`src/rtl/adc_sample_decimator.sv`:
```
// Boxcar decimator for ADC samples: averages blocks of 2^LOG2_DEC captured
// samples and streams the averages out through a small valid/ready FIFO.
module adc_sample_decimator #(
    parameter int BYTE_W    = 8,
    parameter int LOG2_DEC  = 3,
    parameter int FIFO_LOG2 = 2
) (
    input  logic              sys_clk,
    input  logic              rst_n,
    input  logic              en,
    input  logic [BYTE_W-1:0] adc_data,
    input  logic              adc_rx_done,
    output logic [BYTE_W-1:0] out_data,
    output logic              out_valid,
    input  logic              out_ready,
    output logic              ovf,
    input  logic              ovf_clr,
    output logic [7:0]        drop_ct
);

    localparam int ACC_W = BYTE_W + LOG2_DEC;
    localparam int DEPTH = 1 << FIFO_LOG2;

    logic                 rx_q;
    logic [ACC_W-1:0]     acc;
    logic [ACC_W-1:0]     sum;
    logic [LOG2_DEC-1:0]  cnt;
    logic                 accept;
    logic                 block_done;
    logic                 push;
    logic                 pop;
    logic                 wr_en;
    logic                 drop;
    logic                 empty;
    logic                 full;
    logic [FIFO_LOG2:0]   wr_ptr;
    logic [FIFO_LOG2:0]   rd_ptr;
    logic [BYTE_W-1:0]    result;
    logic [BYTE_W-1:0]    mem [DEPTH];

    // Rising-edge detect on the done strobe; a held-high strobe counts once.
    assign accept     = adc_rx_done & ~rx_q & en;
    assign block_done = &cnt;
    assign sum        = acc + ACC_W'(adc_data);
    assign result     = sum[ACC_W-1:LOG2_DEC];
    assign push       = accept & block_done;

    assign empty     = (wr_ptr == rd_ptr);
    assign full      = (wr_ptr[FIFO_LOG2] != rd_ptr[FIFO_LOG2]) &&
                       (wr_ptr[FIFO_LOG2-1:0] == rd_ptr[FIFO_LOG2-1:0]);
    assign out_valid = ~empty;
    assign pop       = out_valid & out_ready;
    // A pop in the same cycle frees the slot the push needs.
    assign wr_en     = push & (~full | pop);
    assign drop      = push & full & ~pop;
    assign out_data  = mem[rd_ptr[FIFO_LOG2-1:0]];

    always_ff @(posedge sys_clk or negedge rst_n) begin
        if (!rst_n) begin
            rx_q <= 1'b0;
        end else begin
            rx_q <= adc_rx_done;
        end
    end

    always_ff @(posedge sys_clk or negedge rst_n) begin
        if (!rst_n) begin
            acc <= '0;
            cnt <= '0;
        end else if (!en) begin
            acc <= '0;
            cnt <= '0;
        end else if (accept) begin
            if (block_done) begin
                acc <= '0;
                cnt <= '0;
            end else begin
                acc <= sum;
                cnt <= cnt + 1'b1;
            end
        end
    end

    // Storage is deliberately unreset; out_valid gates its contents.
    always_ff @(posedge sys_clk) begin
        if (wr_en) begin
            mem[wr_ptr[FIFO_LOG2-1:0]] <= result;
        end
    end

    always_ff @(posedge sys_clk or negedge rst_n) begin
        if (!rst_n) begin
            wr_ptr <= '0;
            rd_ptr <= '0;
        end else begin
            if (wr_en) begin
                wr_ptr <= wr_ptr + 1'b1;
            end
            if (pop) begin
                rd_ptr <= rd_ptr + 1'b1;
            end
        end
    end

    // A drop in the same cycle as a clear keeps the flag set.
    always_ff @(posedge sys_clk or negedge rst_n) begin
        if (!rst_n) begin
            ovf     <= 1'b0;
            drop_ct <= 8'd0;
        end else begin
            if (drop) begin
                ovf <= 1'b1;
            end else if (ovf_clr) begin
                ovf <= 1'b0;
            end
            if (drop && drop_ct != 8'hFF) begin
                drop_ct <= drop_ct + 8'd1;
            end
        end
    end

endmodule

```
`config.mk`:
```
export PLATFORM = sky130hd
export DESIGN_NAME = adc_sample_decimator
export DESIGN_NICKNAME = d
export VERILOG_FILES = /design/src/rtl/adc_sample_decimator.sv
export SDC_FILE = /design/constraint.sdc
export NUM_CORES = 1
export LEC_CHECK = 0
export CORE_MARGIN = 10
export CORE_UTILIZATION = 50
export CTS_CLUSTER_SIZE = 8
export DETAILED_ROUTE_END_ITERATION = 8
export GPL_ROUTABILITY_DRIVEN = 0
export MAX_ROUTING_LAYER = met4
export PLACE_DENSITY_LB_ADDON = 0.3
export SYNTH_ARGS = -nofsm -noshare
export SYNTH_HDL_FRONTEND = slang
export SYNTH_SLANG_ARGS = --single-unit
export TNS_END_PERCENT = 100
```
`constraint.sdc`:
```
create_clock -name sys_clk -period 2 [get_ports sys_clk]
set_input_delay 0.4 -clock sys_clk [delete_from_list [all_inputs] [get_ports sys_clk]]
set_output_delay 0.4 -clock sys_clk [all_outputs]
set_load 0.02 [all_outputs]
```
Word-level counts from Yosys, hierarchy flattened
Memories as Yosys holds them, arrays and structs flattened.
Index checks and enable logic that the tools add are counted.
{"block": "word_totals", "register_bits": 30, "ram_bits": 32, "input_bits": 14, "output_inout_bits": 18, "elab_cells": 44, "memories": 1}
{"block": "op_classes", "addsub": 5, "eq_ne": 5, "mux": 10, "bitwise": 12, "reduce_logical": 4}
{"name": "mem", "depth": 4, "word_bits": 8, "rd": 1, "rd_ports_with_merged_regs": 0, "wr": 1, "line_no": "39", "rtl": "logic [BYTE_W-1:0] mem [DEPTH];"}
{"cell": "11-bit 2-to-1 mux", "count": 3}
{"cell": "11-bit by 8-bit adder with 11-bit output", "count": 1}
{"cell": "3-bit by 1-bit adder with 3-bit output, second input constant", "count": 3}
{"cell": "3-bit 2-to-1 mux", "count": 3}
{"cell": "8-bit by 1-bit adder with 8-bit output, second input constant", "count": 1}
{"cell": "8-bit inequality test, second input constant", "count": 1}
{"cell": "1-bit AND", "count": 7}
{"cell": "1-bit 2-to-1 mux", "count": 4}
{"cell": "1-bit NOT", "count": 4}
{"cell": "3-bit == test", "count": 1}
{"cell": "3-bit AND reduction", "count": 1}
{"cell": "2-bit == test", "count": 1}
{"cell": "1-bit logical AND", "count": 2}
{"cell": "2-bit by 1-bit inequality test with 1-bit output, second input constant", "count": 1}
{"cell": "2-bit nonzero test", "count": 1}
{"cell": "1-bit inequality test", "count": 1}
{"cell": "1-bit OR", "count": 1}

Depth between registers and ports, before layout
Gate-level depths: netlist (run 1).
{"block": "depth", "ltp_word": 7, "ltp_mapped": 8, "depth_no_buf": 7}

Least setup slack after synthesis (run 1)
Ideal clock, no wire load.
{"block": "synth_timing", "path_type": "input to register", "startpoint": "input adc_data[0]", "endpoint": "memory mem[0][7], data pin", "setup_ns": 0.276, "arrival_ns": 1.923, "required_ns": 1.724, "path_slack_ns": -0.199, "stages": 7, "n_path_buf": 0, "cell_sequence": "ha_1 fa_1 a211oi_1 o311ai_2 a21oi_2 nor2_1 xor2_1"}
{"block": "synth_between", "elab_chain_cells": 1}
{"item": "from (decl)", "line_no": "11", "rtl": "input logic [BYTE_W-1:0] adc_data,"}
{"item": "11-bit by 8-bit adder with 11-bit output", "line_no": "44", "rtl": "assign sum = acc + ACC_W'(adc_data);"}
{"item": "named net sum[10]", "line_no": "26", "rtl": "logic [ACC_W-1:0] sum;"}
{"item": "to (decl)", "line_no": "39"}
The timed path passes the listed nets, and every way through them passes these cells.

Worst setup path after layout (run 1)
{"block": "layout_timing", "startpoint": "input adc_data[5]", "endpoint": "register acc[10]"}
{"block": "layout_between", "elab_chain_cells": 4}
{"item": "11-bit by 8-bit adder with 11-bit output", "line_no": "44"}
{"item": "11-bit 2-to-1 mux", "line_no": "74", "rtl": "if (block_done) begin"}
{"item": "11-bit 2-to-1 mux", "line_no": "73", "rtl": "end else if (accept) begin"}
{"item": "11-bit 2-to-1 mux", "line_no": "70", "rtl": "end else if (!en) begin"}
{"item": "to (signal assigned)", "line_no": "78", "rtl": "acc <= sum;"}
{"item": "to (decl)", "line_no": "25", "rtl": "logic [ACC_W-1:0] acc;"}
Every way passes these cells. The select of a mux whose other input is x is not followed.
A chain may end at the register's enable or synchronous reset.

==> results of run 1 <==
[cells in the final DEF (no fill, tap or decap), types with 3 or more instances in the layout]
cell type / netlist / final
nor2b_1: 4 / 4
edfxtp_1: 32 / 32
xnor2_1: 15 / 12
nand2_1: 12 / 12
o21ai_0: 5 / 3
clkdlybuf4s50_1: 0 / 19
nand4_1: 4 / 4
buf_4: 1 / 34
and2_1: 7 / 7
buf_12: 0 / 4
and3_1: 4 / 4
xor2_1: 7 / 5
nand3_1: 3 / 3
a21oi_2: 1 / 4
dfrtp_1: 30 / 28
a21o_1: 5 / 5
nor2_1: 5 / 4
a21oi_1: 7 / 4
inv_1: 4 / 4
mux4_2: 8 / 8
ha_4: 0 / 3
ha_1: 16 / 13
clkbuf_8: 0 / 9
buf_6: 2 / 10
dlygate4sd2_1: 0 / 3
a22o_1: 8 / 8
[registers in the layout (all words and copies together) (netlist names)]
signal / count
acc: 11
rx_q: 1
wr_ptr: 3
rd_ptr: 3
cnt: 3
ovf: 1
mem: 32
drop_ct: 8
[layout make-up]
cell class | count | area (sq um) | area share
Tap cell | 72 | 90.09 | 0.02222
Clock buffer | 9 | 123.9 | 0.03056
Timing Repair Buffer | 72 | 674.4 | 0.1664
Sequential cell | 62 | 1714 | 0.4228
Inverter | 4 | 15.01 | 0.003704
Multi-Input combinational cell | 136 | 1339 | 0.3302
Clock inverter | 7 | 97.59 | 0.02407
[kinds of logic after synthesis]
group,count (synthesis)
AOI/OAI and AO/OA,36
xor gates and xnor gates,22
adders and majority gates,17
buffers and inverters,11
DFF,62
muxes,13
and+or+nand+nor,48
[power by group]
group | switching, mW | leakage (nW) | total, mW | internal, mW
Sequential | 0.0868 | 0.686 | 1.50 | 1.42
Combinational | 0.427 | 0.961 | 0.964 | 0.537
Clock | 0.516 | 0.106 | 1.22 | 0.705
Total | 1.03 | 1.75 | 3.69 | 2.66
[timing repair]
action / CTS / global route
endpoints found under the setup margin: 38 / 38
resized for setup: 54 / 23
buffers inserted: 5 / 2
hold buffers: 0 / 0
pin swaps: 10 / 4
[worst max-delay path by stage]
stage                          end  slack, ns  cells past startpoint
4_1_cts        acc[10]$_DFFE_PN0P_      -0.11                      8
3_3_place_gp   acc[10]$_DFFE_PN0P_      -0.53                      9
5_1_grt         acc[6]$_DFFE_PN0P_      -0.17                      8
3_5_place_dp   acc[10]$_DFFE_PN0P_      -0.56                      9
6_report       acc[10]$_DFFE_PN0P_      -0.08                      8
2_1_floorplan  mem[0][7]$_DFFE_PP_      -0.03                      7
[metal layers]
metal	GRT usage	part of all wire	vias to the layer above
met5	-	0	-
met4	0.05750	0.019	0
met3	0.03549	0.034	15
met2	0.2255	0.52	37
met1	0.1450	0.42	944
li1	-	-	926
==> metrics, run 1 <==
CTS clk-pin slew, worst paths 0.07 ns; PwrDens just over 900 nW/um^2; Final Max Slew Viols 0; maxcap violations 0; largest family of logic cells by synthesized area simple AND/OR/NAND/NOR gates; register area share after synthesis 0.5789; top cell type's share of synthesized area 0.3250; unrepaired setup endpoints after global routing yes; FP Rows 27; Die ar. 9389 sq um; compound-gate portion of the synthesized area 0.08972; slew margin rel. 0.7117; Worst setup SP type primary input; YS warnings 0; Worst Tran Pin Value ~0.43 ns; crit-path max cell delay roughly 0.48 ns; CTS Sinks between 60 and 70; Synth Area in XOR/XNOR 0.06517; FILL cells roughly 400; CP Buf/Inv Count 2; Vias per Instance ~5.3; CP endpoint kind flip-flop; Die Height 96.90 um; top post-synthesis cells by area edfxtp_1, dfrtp_1, ha_1; number of flops mapped to enable cells by yosys 32; synth cell count leaders edfxtp_1, dfrtp_1, ha_1; first-pass GRT wire length a little over 10000 um; worst r2r src acc[0]$_DFFE_PN0P_; diode count 0; H-tree levels 3; CP Cell Sequence clkdlybuf4s50_1 > ha_4 > nand2_2 > o311ai_4 > a21oi_2 > buf_6 > or4b_4 > o211ai_2; top achievable clock speed between 400 and 500 MHz; adder-cell share of the synthesized area 0.07448; Root Driver clkbuf_8; status finished, violations left; Hold Crit Class primary input to async pin; crit path launch adc_data[5]; Net Count, Synth 240; Fin Setup TNS -0.7519 ns; Critical Path RT 2.27 ns; initial DRC count 123; Clock Latency Late Sink approximately 0.34 ns; critical path peak fanout 4; CP top delay family buffers and inverters; Tcrit/Tclk final 1.038; Final Cell Area 4054 sq um; dpl cells 340; dpl ws -0.5644 ns; top-count cell post-synth edfxtp_1; initial antenna violation count 0; Mapped Cells roughly 210; Initial Util 0.5272; largest net degree at the start of global routing 31; GRT Overall Usage 0.1336; I/O Pins 32; Netlist Area Pre-Place 2957 sq um; # DRC 0; clk buf depth 2; Routed wire per std cell 16.54 um; TritonCTS Buffers 9; Fin Clk Skew 0.006265 ns; Fin. Hold Viols 0; worst reg2reg path depth 7; failing checks setup timing; Synth Area in Simple Gates 0.09226; Die Wd approximately 97 um; Total Power between 3 and 4 mW; placed cell area 3647 sq um; Area Overhead vs Synth 37.11%; post-layout min period ~2.1 ns; area leader, netlist edfxtp_1; drt first pass iters 6; R2R Setup Slk -0.08 ns; I/O Buffers 31; post-route non-filler standard cell count 362; Final setup viols 12; overall via count from detail_route 1922; vias in the first global route approximately 2100; CP Class primary input to flip-flop; gr ovfl total 0; final wirelength roughly 6000 um; Leak ~1.8 nW; CORE AREA 5608 sq um; Crit-path slowest cell or4b_4; average cell area after synthesis ~14 sq um; Post-layout nets 316; final core occ 0.7229; async set-reset flop share out of synthesis 0.4839; Hold Slack 0.4482 ns; unique cell type count in the Yosys netlist 42; Critical Path AT 2.34 ns; predominant post-synthesis flop cell edfxtp_1; number of synthesized register bits 62; maximum VDD drop 0.4650 mV; layout cells sized above 1 0.3517; worst r2r dst mem[3][5]$_DFFE_PP_; multiplexer area fraction after synthesis 0.07914; final worst setup slack -0.07581 ns; CTS tree built; antenna viol nets, final 0; dpl hpwl approximately 4200 um
No activity file was read; power rests on OpenSTA's default activity.
==> run 2: changes to the inputs <==
- CTS_CLUSTER_SIZE: 8 -> 40
==> results of run 2 <==
Final layout, timing and power as in run 1 (identical DEF).
